### src/rtl/move_piece_param.sv
// Active-piece mover for a COLS x ROWS board: one lateral/rotate move then one gravity fall per step,
// with lock, respawn and sticky game-over.
module move_piece_param #(
  parameter int COLS      = 4,
  parameter int ROWS      = 8,
  parameter int LOC_W     = 5,
  parameter int SPAWN_COL = 1,
  parameter int SPAWN_ROW = 1
) (
  input  logic                 clka,
  input  logic                 restart,
  input  logic                 step_valid,
  output logic                 step_ready,
  input  logic                 left,
  input  logic                 right,
  input  logic                 rotate,
  input  logic [1:0]           piece_type,
  input  logic [COLS*ROWS-1:0] locked_board,
  output logic [LOC_W-1:0]     piece_loc,
  output logic [1:0]           piece_rot,
  output logic [COLS*ROWS-1:0] piece_mask,
  output logic [COLS*ROWS-1:0] board_out,
  output logic                 lock_valid,
  output logic [COLS*ROWS-1:0] lock_mask,
  output logic                 game_over
);
  localparam int N     = COLS * ROWS;
  localparam int COL_W = (COLS > 1) ? $clog2(COLS) : 1;
  localparam int ROW_W = (ROWS > 1) ? $clog2(ROWS) : 1;
  localparam logic [N-1:0] ONE = N'(1);

  typedef enum logic [2:0] {S_SPAWN, S_IDLE, S_LATERAL, S_FALL, S_LOCK, S_OVER} state_t;

  state_t           st;
  logic [1:0]       typ, rot;
  logic [COL_W-1:0] col;
  logic [ROW_W-1:0] row;
  logic             mv_left, mv_right, mv_rot;

  logic [1:0] cand_typ, cand_rot;
  int         cand_col, cand_row;
  logic       cand_ok;

  // Cell k (0..3) of a shape; unused cells repeat the anchor (0,0).
  function automatic void shape_off(input logic [1:0] t, input logic [1:0] r, input int k,
                                    output int dc, output int dr);
    dc = 0;
    dr = 0;
    case (t)
      2'b01: if (k == 1) begin
        if (r[0]) dc = 1;
        else      dr = -1;
      end
      2'b10: begin
        if (k == 1 || k == 3) dc = 1;
        if (k == 2 || k == 3) dr = -1;
      end
      2'b11: case (r)
        2'd0: begin if (k == 1) dc = 1; if (k == 2) dr = -1; end
        2'd1: begin if (k == 1) dr = -1; if (k == 2) begin dc = 1; dr = -1; end end
        2'd2: begin if (k == 1) begin dc = -1; dr = -1; end if (k == 2) dr = -1; end
        default: begin if (k == 1) dc = 1; if (k == 2) begin dc = 1; dr = -1; end end
      endcase
      default: ;
    endcase
  endfunction

  // Column and row are bounded separately so a col step never wraps into the next row.
  function automatic logic fits(input logic [1:0] t, input logic [1:0] r, input int c, input int rw,
                                input logic [N-1:0] board);
    int dc, dr, cc, rr;
    logic ok;
    ok = 1'b1;
    for (int k = 0; k < 4; k++) begin
      shape_off(t, r, k, dc, dr);
      cc = c + dc;
      rr = rw + dr;
      if (cc < 0 || cc >= COLS || rr < 0 || rr >= ROWS) ok = 1'b0;
      else if (|(board & (ONE << (rr * COLS + cc)))) ok = 1'b0;
    end
    return ok;
  endfunction

  function automatic logic [N-1:0] cells(input logic [1:0] t, input logic [1:0] r, input int c, input int rw);
    int dc, dr, cc, rr;
    logic [N-1:0] m;
    m = '0;
    for (int k = 0; k < 4; k++) begin
      shape_off(t, r, k, dc, dr);
      cc = c + dc;
      rr = rw + dr;
      if (cc >= 0 && cc < COLS && rr >= 0 && rr < ROWS) m = m | (ONE << (rr * COLS + cc));
    end
    return m;
  endfunction

  always_comb begin
    cand_typ = typ;
    cand_rot = rot;
    cand_col = int'(col);
    cand_row = int'(row);
    case (st)
      S_SPAWN: begin
        cand_typ = piece_type;
        cand_rot = 2'd0;
        cand_col = SPAWN_COL;
        cand_row = SPAWN_ROW;
      end
      S_LATERAL: begin
        if (mv_left)       cand_col = int'(col) - 1;
        else if (mv_right) cand_col = int'(col) + 1;
        else if (mv_rot) begin
          cand_rot = rot + 2'd1;
          // Type 11 kicks sideways on 1->2 and back on 2->3 to keep its footprint centred.
          if (typ == 2'b11 && rot == 2'd1)      cand_col = int'(col) + 1;
          else if (typ == 2'b11 && rot == 2'd2) cand_col = int'(col) - 1;
        end
      end
      S_FALL:  cand_row = int'(row) + 1;
      default: ;
    endcase
    cand_ok = fits(cand_typ, cand_rot, cand_col, cand_row, locked_board);
  end

  assign piece_mask = cells(typ, rot, int'(col), int'(row));
  assign board_out  = locked_board | piece_mask;
  assign piece_loc  = LOC_W'(int'(row) * COLS + int'(col));
  assign piece_rot  = rot;
  assign step_ready = (st == S_IDLE);

  always_ff @(posedge clka or posedge restart) begin
    if (restart) begin
      st         <= S_SPAWN;
      typ        <= 2'b00;
      rot        <= 2'd0;
      col        <= COL_W'(SPAWN_COL);
      row        <= ROW_W'(SPAWN_ROW);
      mv_left    <= 1'b0;
      mv_right   <= 1'b0;
      mv_rot     <= 1'b0;
      lock_valid <= 1'b0;
      lock_mask  <= '0;
      game_over  <= 1'b0;
    end else begin
      lock_valid <= 1'b0;
      lock_mask  <= '0;
      case (st)
        S_SPAWN: begin
          // The spawned piece is shown even when blocked, so OVER freezes it on the board.
          typ <= cand_typ;
          rot <= cand_rot;
          col <= COL_W'(cand_col);
          row <= ROW_W'(cand_row);
          if (cand_ok) st <= S_IDLE;
          else begin
            game_over <= 1'b1;
            st        <= S_OVER;
          end
        end
        S_IDLE: if (step_valid) begin
          mv_left  <= left;
          mv_right <= right;
          mv_rot   <= rotate;
          st       <= S_LATERAL;
        end
        S_LATERAL: begin
          if (cand_ok) begin
            rot <= cand_rot;
            col <= COL_W'(cand_col);
          end
          st <= S_FALL;
        end
        S_FALL: begin
          if (cand_ok) begin
            row <= ROW_W'(cand_row);
            st  <= S_IDLE;
          end else begin
            lock_valid <= 1'b1;
            lock_mask  <= piece_mask;
            st         <= S_LOCK;
          end
        end
        S_LOCK:  st <= S_SPAWN;
        S_OVER:  st <= S_OVER;
        default: st <= S_SPAWN;
      endcase
    end
  end
endmodule

### config.mk
export PLATFORM = sky130hd
export DESIGN_NAME = move_piece_param
export DESIGN_NICKNAME = d
export VERILOG_FILES = /design/src/rtl/move_piece_param.sv
export SDC_FILE = /design/constraint.sdc
export NUM_CORES = 1
export LEC_CHECK = 0
export ABC_AREA = 1
export BUFFER_PORTS_ARGS = -buffer_cell sky130_fd_sc_hd__buf_2
export CAP_MARGIN = 5
export CORE_ASPECT_RATIO = 0.6
export CORE_MARGIN = 5
export CORE_UTILIZATION = 40
export DETAILED_ROUTE_END_ITERATION = 10
export PLACE_DENSITY = 0.58
export SLEW_MARGIN = 5
export SYNTH_ARGS = -nofsm -noshare
export SYNTH_HDL_FRONTEND = slang
export SYNTH_SLANG_ARGS = --single-unit
### constraint.sdc
create_clock -name clka -period 9.4 [get_ports clka]
set_input_delay 0 -clock clka [delete_from_list [all_inputs] [get_ports clka]]
set_output_delay 0 -clock clka [all_outputs]
set_load 0.01 [all_outputs]
==> run_results.csv <==
group,metric,value,unit
outcome,run_status,"finished, violations left",
outcome,violations,"negative hold slack",
timing,rsz0062_at_grt,"no",
routing,vias,20530,
grt,grtUsageTotal,28.31,%
synthesis,synth_top_area_share,17.32,%
worst_setup_path,required,9.62,ns
run,cap_violations,0,
cells_and_area,final_cell_mix,"768 x nand2_1, 462 x inv_1, 360 x nor2_1",
timing,holdWs,-0.02358,ns
synthesis,yosys.area_share.simple,44.74,%
floorplanning,io_pins,146,
placed_design,pre_cts_ws,1.061,ns
floorplanning,initial_utilization,40.79,%
cts,cts_resized,0,
cts,cts_root_buffer,"clkbuf_16",
routing,drt_iter0_drc,2923,
worst_setup_path,path_class,"flop to flop",
pwr,switching_share,67.80,%
cts,cts.sinks,49,
placed_design,dp_hpwl,57700,um
synthesis,synthFlopType,"dfrtp_1",
synthesis,synthesis.nets,3253,
timing,final-max-slew-violation-count,0,
synthesis,synthAdderAreaFrac,19.67,%
synthesis,ys_types,59,
cts,clk_path_buf_depth,2,
pwr,netSwitchingPower,4.520,mW
cells_and_area,n_fill_cell,4435,
cts,cts_tree,"done",
grt,antenna_found_initial,0,
floorplanning,die_h,168.0,um
timing,setup_slack,0.8290,ns
cts,numCtsBuffers,5,
routing,routed_wl,68470,um
cts,cts_max_level,2,
pwr,clockPowerShare,2.8,%
synthesis,ys_warn_count,0,
worst_setup_path,worstSetupStartpoint,"st[0]",
worst_setup_path,cp.arrival,8.79,ns
timing,period_share,91.18,%
timing,worst_slew_pin_slew,1.324,ns
cells_and_area,antenna_cells,0,
timing,fmax,0.1167,GHz
cells_and_area,final_core_util,44.34,%
pwr,pwr-share-comb,92.8,%
timing,fin_setup_tns,0,ns
timing,maxSlewHeadroom,10.52,%
placed_design,io_buffer_count,145,
routing,antenna_left,0,
cells_and_area,final_common_cell,"nand2_1",
floorplanning,fp-row-count,57,
pwr,power.share.sequential,4.5,%
floorplanning,die_area,45920,um2
synthesis,ys_ff_latch,49,
pwr,peakVddDrop,0.1728,mV
worst_hold_path,min_path_type,"input port to asynchronous set/reset pin",
synthesis,syn_inst,2967,
worst_setup_path,crit_slowest_cell,"nand2_1",
worst_setup_path,startpoint_type,"flop",
cells_and_area,nets,3369,
grt,grt_max_degree,50,
pwr,p_per_area,368.6,nW/um2
grt,grt_pass1_vias,18030,
worst_setup_path,cp_common_cell,"nor2_1",
worst_setup_path,critPathMaxStageDelay,0.69,ns
timing,setup_violations,0,
routing,vias_per_cell,5.633,
synthesis,ys_top_cells_by_area,"nand2_1 17%, ha_1 17%, inv_1 10%",
placed_design,postPlaceCellArea,17910,um2
synthesis,synth_edf_count,0,
cts,cts.clk_slew.worst_paths,0.07,ns
timing,finalClockSkew,0.008107,ns
worst_setup_path,rr_startpoint,"st[0]",
routing,post_drt_wl_per_cell,18.79,um
synthesis,synth_area,16640,um2
synthesis,synth_top_cell_by_area,"nand2_1",
routing,drc,0,
synthesis,muxShareOfSynthArea,0,%
synthesis,synth_top_family_by_area,"simple AND/OR/NAND/NOR gates",
timing,hold_viol,28,
grt,grt_overflow,0,
floorplanning,die_w,273.3,um
pwr,leakagePower,10.31,nW
grt,grt_pass1_wl,104400,um
cells_and_area,fin_area,18090,um2
synthesis,synth_xor_area_share,3.842,%
synthesis,synth_compound_area_share,12.23,%
synthesis,ys_async_sr_fraction,100.0,%
cells_and_area,drive_above_1_share,7.555,%
cts,clock_latency,0.30,ns
worst_setup_path,crit_family,"simple AND/OR/NAND/NOR gates",
cts,cts_hold_buffers,3,
timing,min_period,8.571,ns
cells_and_area,syn_to_final_growth,8.691,%
cts,cts_setup_buffers,0,
pwr,power.internal,2.147,mW
placed_design,gp_congestion,1.032,
floorplanning,core_area,40790,um2
worst_setup_path,path_max_fanout,34,
routing,dr.pass1.iters,8,
synthesis,syn_avg_cell_area,5.609,um2
synthesis,yosysSeqAreaShare,7.383,%
worst_setup_path,endpoint_kind,"flop",
worst_setup_path,path_buf_inv,7,
layer usage:
metal  share of wire (%)  track usage (%)  vias to the layer above
met1                  50            46.24                     9413
met5                0.20            2.105                        -
met4                 1.1            2.542                        4
met2                  36            36.58                     1124
li1                    -                -                     9919
met3                  14            8.307                       65
cell usage after synthesis, types with 3 or more instances:
master	n
nor2_4	3
nand2_2	6
clkinv_1	5
nand2_1	768
nor3_1	29
o221ai_1	3
or4_1	3
nor4b_1	4
a21o_1	10
o211ai_1	7
o21ai_0	105
or2_2	7
a31oi_1	6
buf_4	4
nand3b_1	8
nand4_1	102
nor2_1	361
nor4_1	30
o22ai_1	4
o21bai_1	7
and3_1	4
buf_6	3
buf_2	3
o21ai_1	22
xor2_1	52
inv_1	463
fa_1	26
a22oi_1	3
and2_1	15
dfrtp_1	47
or2_1	3
nand3_1	312
buf_1	4
clkbuf_1	33
xnor2_1	21
nand3_2	3
nor2_2	25
a21oi_1	198
inv_2	11
nor3_2	4
ha_1	220
final cells by class:
class	instances	area, um2	area share [%]
multi-input combinational	2391	13390	74.05
clock buffer	6	128.9	0.7125
tap	560	700.7	3.874
timing repair buffer	157	823.3	4.552
clock inverter	2	13.76	0.07609
sequential	49	1229	6.793
inverter	479	1798	9.941
power groups by stage:
stage	Clock, mW	Sequential (mW)	Combinational [mW]
6_report	0.185	0.297	6.18
5_1_grt	0.201	0.303	6.78
4_1_cts	0.188	0.296	5.96
3_5_place_dp	0	0.299	5.92
3_3_place_gp	0	0.298	5.91
2_1_floorplan	0	0.286	4.25
registers in the layout, indices dropped and copies added, names as in the netlist:
| signal | flops |
|---|---|
| lock_mask | 32 |
| row | 3 |
| st | 3 |
| col | 2 |
| piece_rot | 2 |
| typ | 2 |
| game_over | 1 |
| lock_valid | 1 |
| mv_left | 1 |
| mv_right | 1 |
| mv_rot | 1 |
worst reg2reg max path, delay by kind of cell, from the launching register on:
kind / cells / cell delay [ns]
and+or+nand+nor: 25 / 4.76
DFF: 1 / 0.42
adders and majority gates: 5 / 1.89
buffers and inverters: 7 / 0.80
AOI/OAI and AO/OA: 4 / 0.62
kinds of logic (layout without fill, tap and decap cells):
kind of cell / count (synthesis) / in the layout
fa+ha+maj: 246 / 246
buf+inv: 527 / 644
simple gates: 1694 / 1694
flops: 49 / 49
compound gates: 378 / 378
xor+xnor: 73 / 73
worst paths after layout:
path / to / slack [ns] / cells after the start
max in group asynchronous: st[2] / 8.74 / 2
hold / removal: lock_mask[4] / -0.02 / 2
setup reg to reg: lock_mask[13] / 0.83 / 41
min in group clka: st[0] / 0.01 / 3
hold reg to reg: col[0] / 0.56 / 2
setup / recovery: lock_mask[13] / 0.83 / 41
per-stage QoR:
stage	total power, mW	std cells
2_1_floorplan	4.539	2967
3_3_place_gp	6.207	3633
3_5_place_dp	6.224	3633
4_1_cts	6.447	3644
5_1_grt	7.284	3644
6_report	6.667	3644
Note: power is estimated with default switching activity, not from simulation.
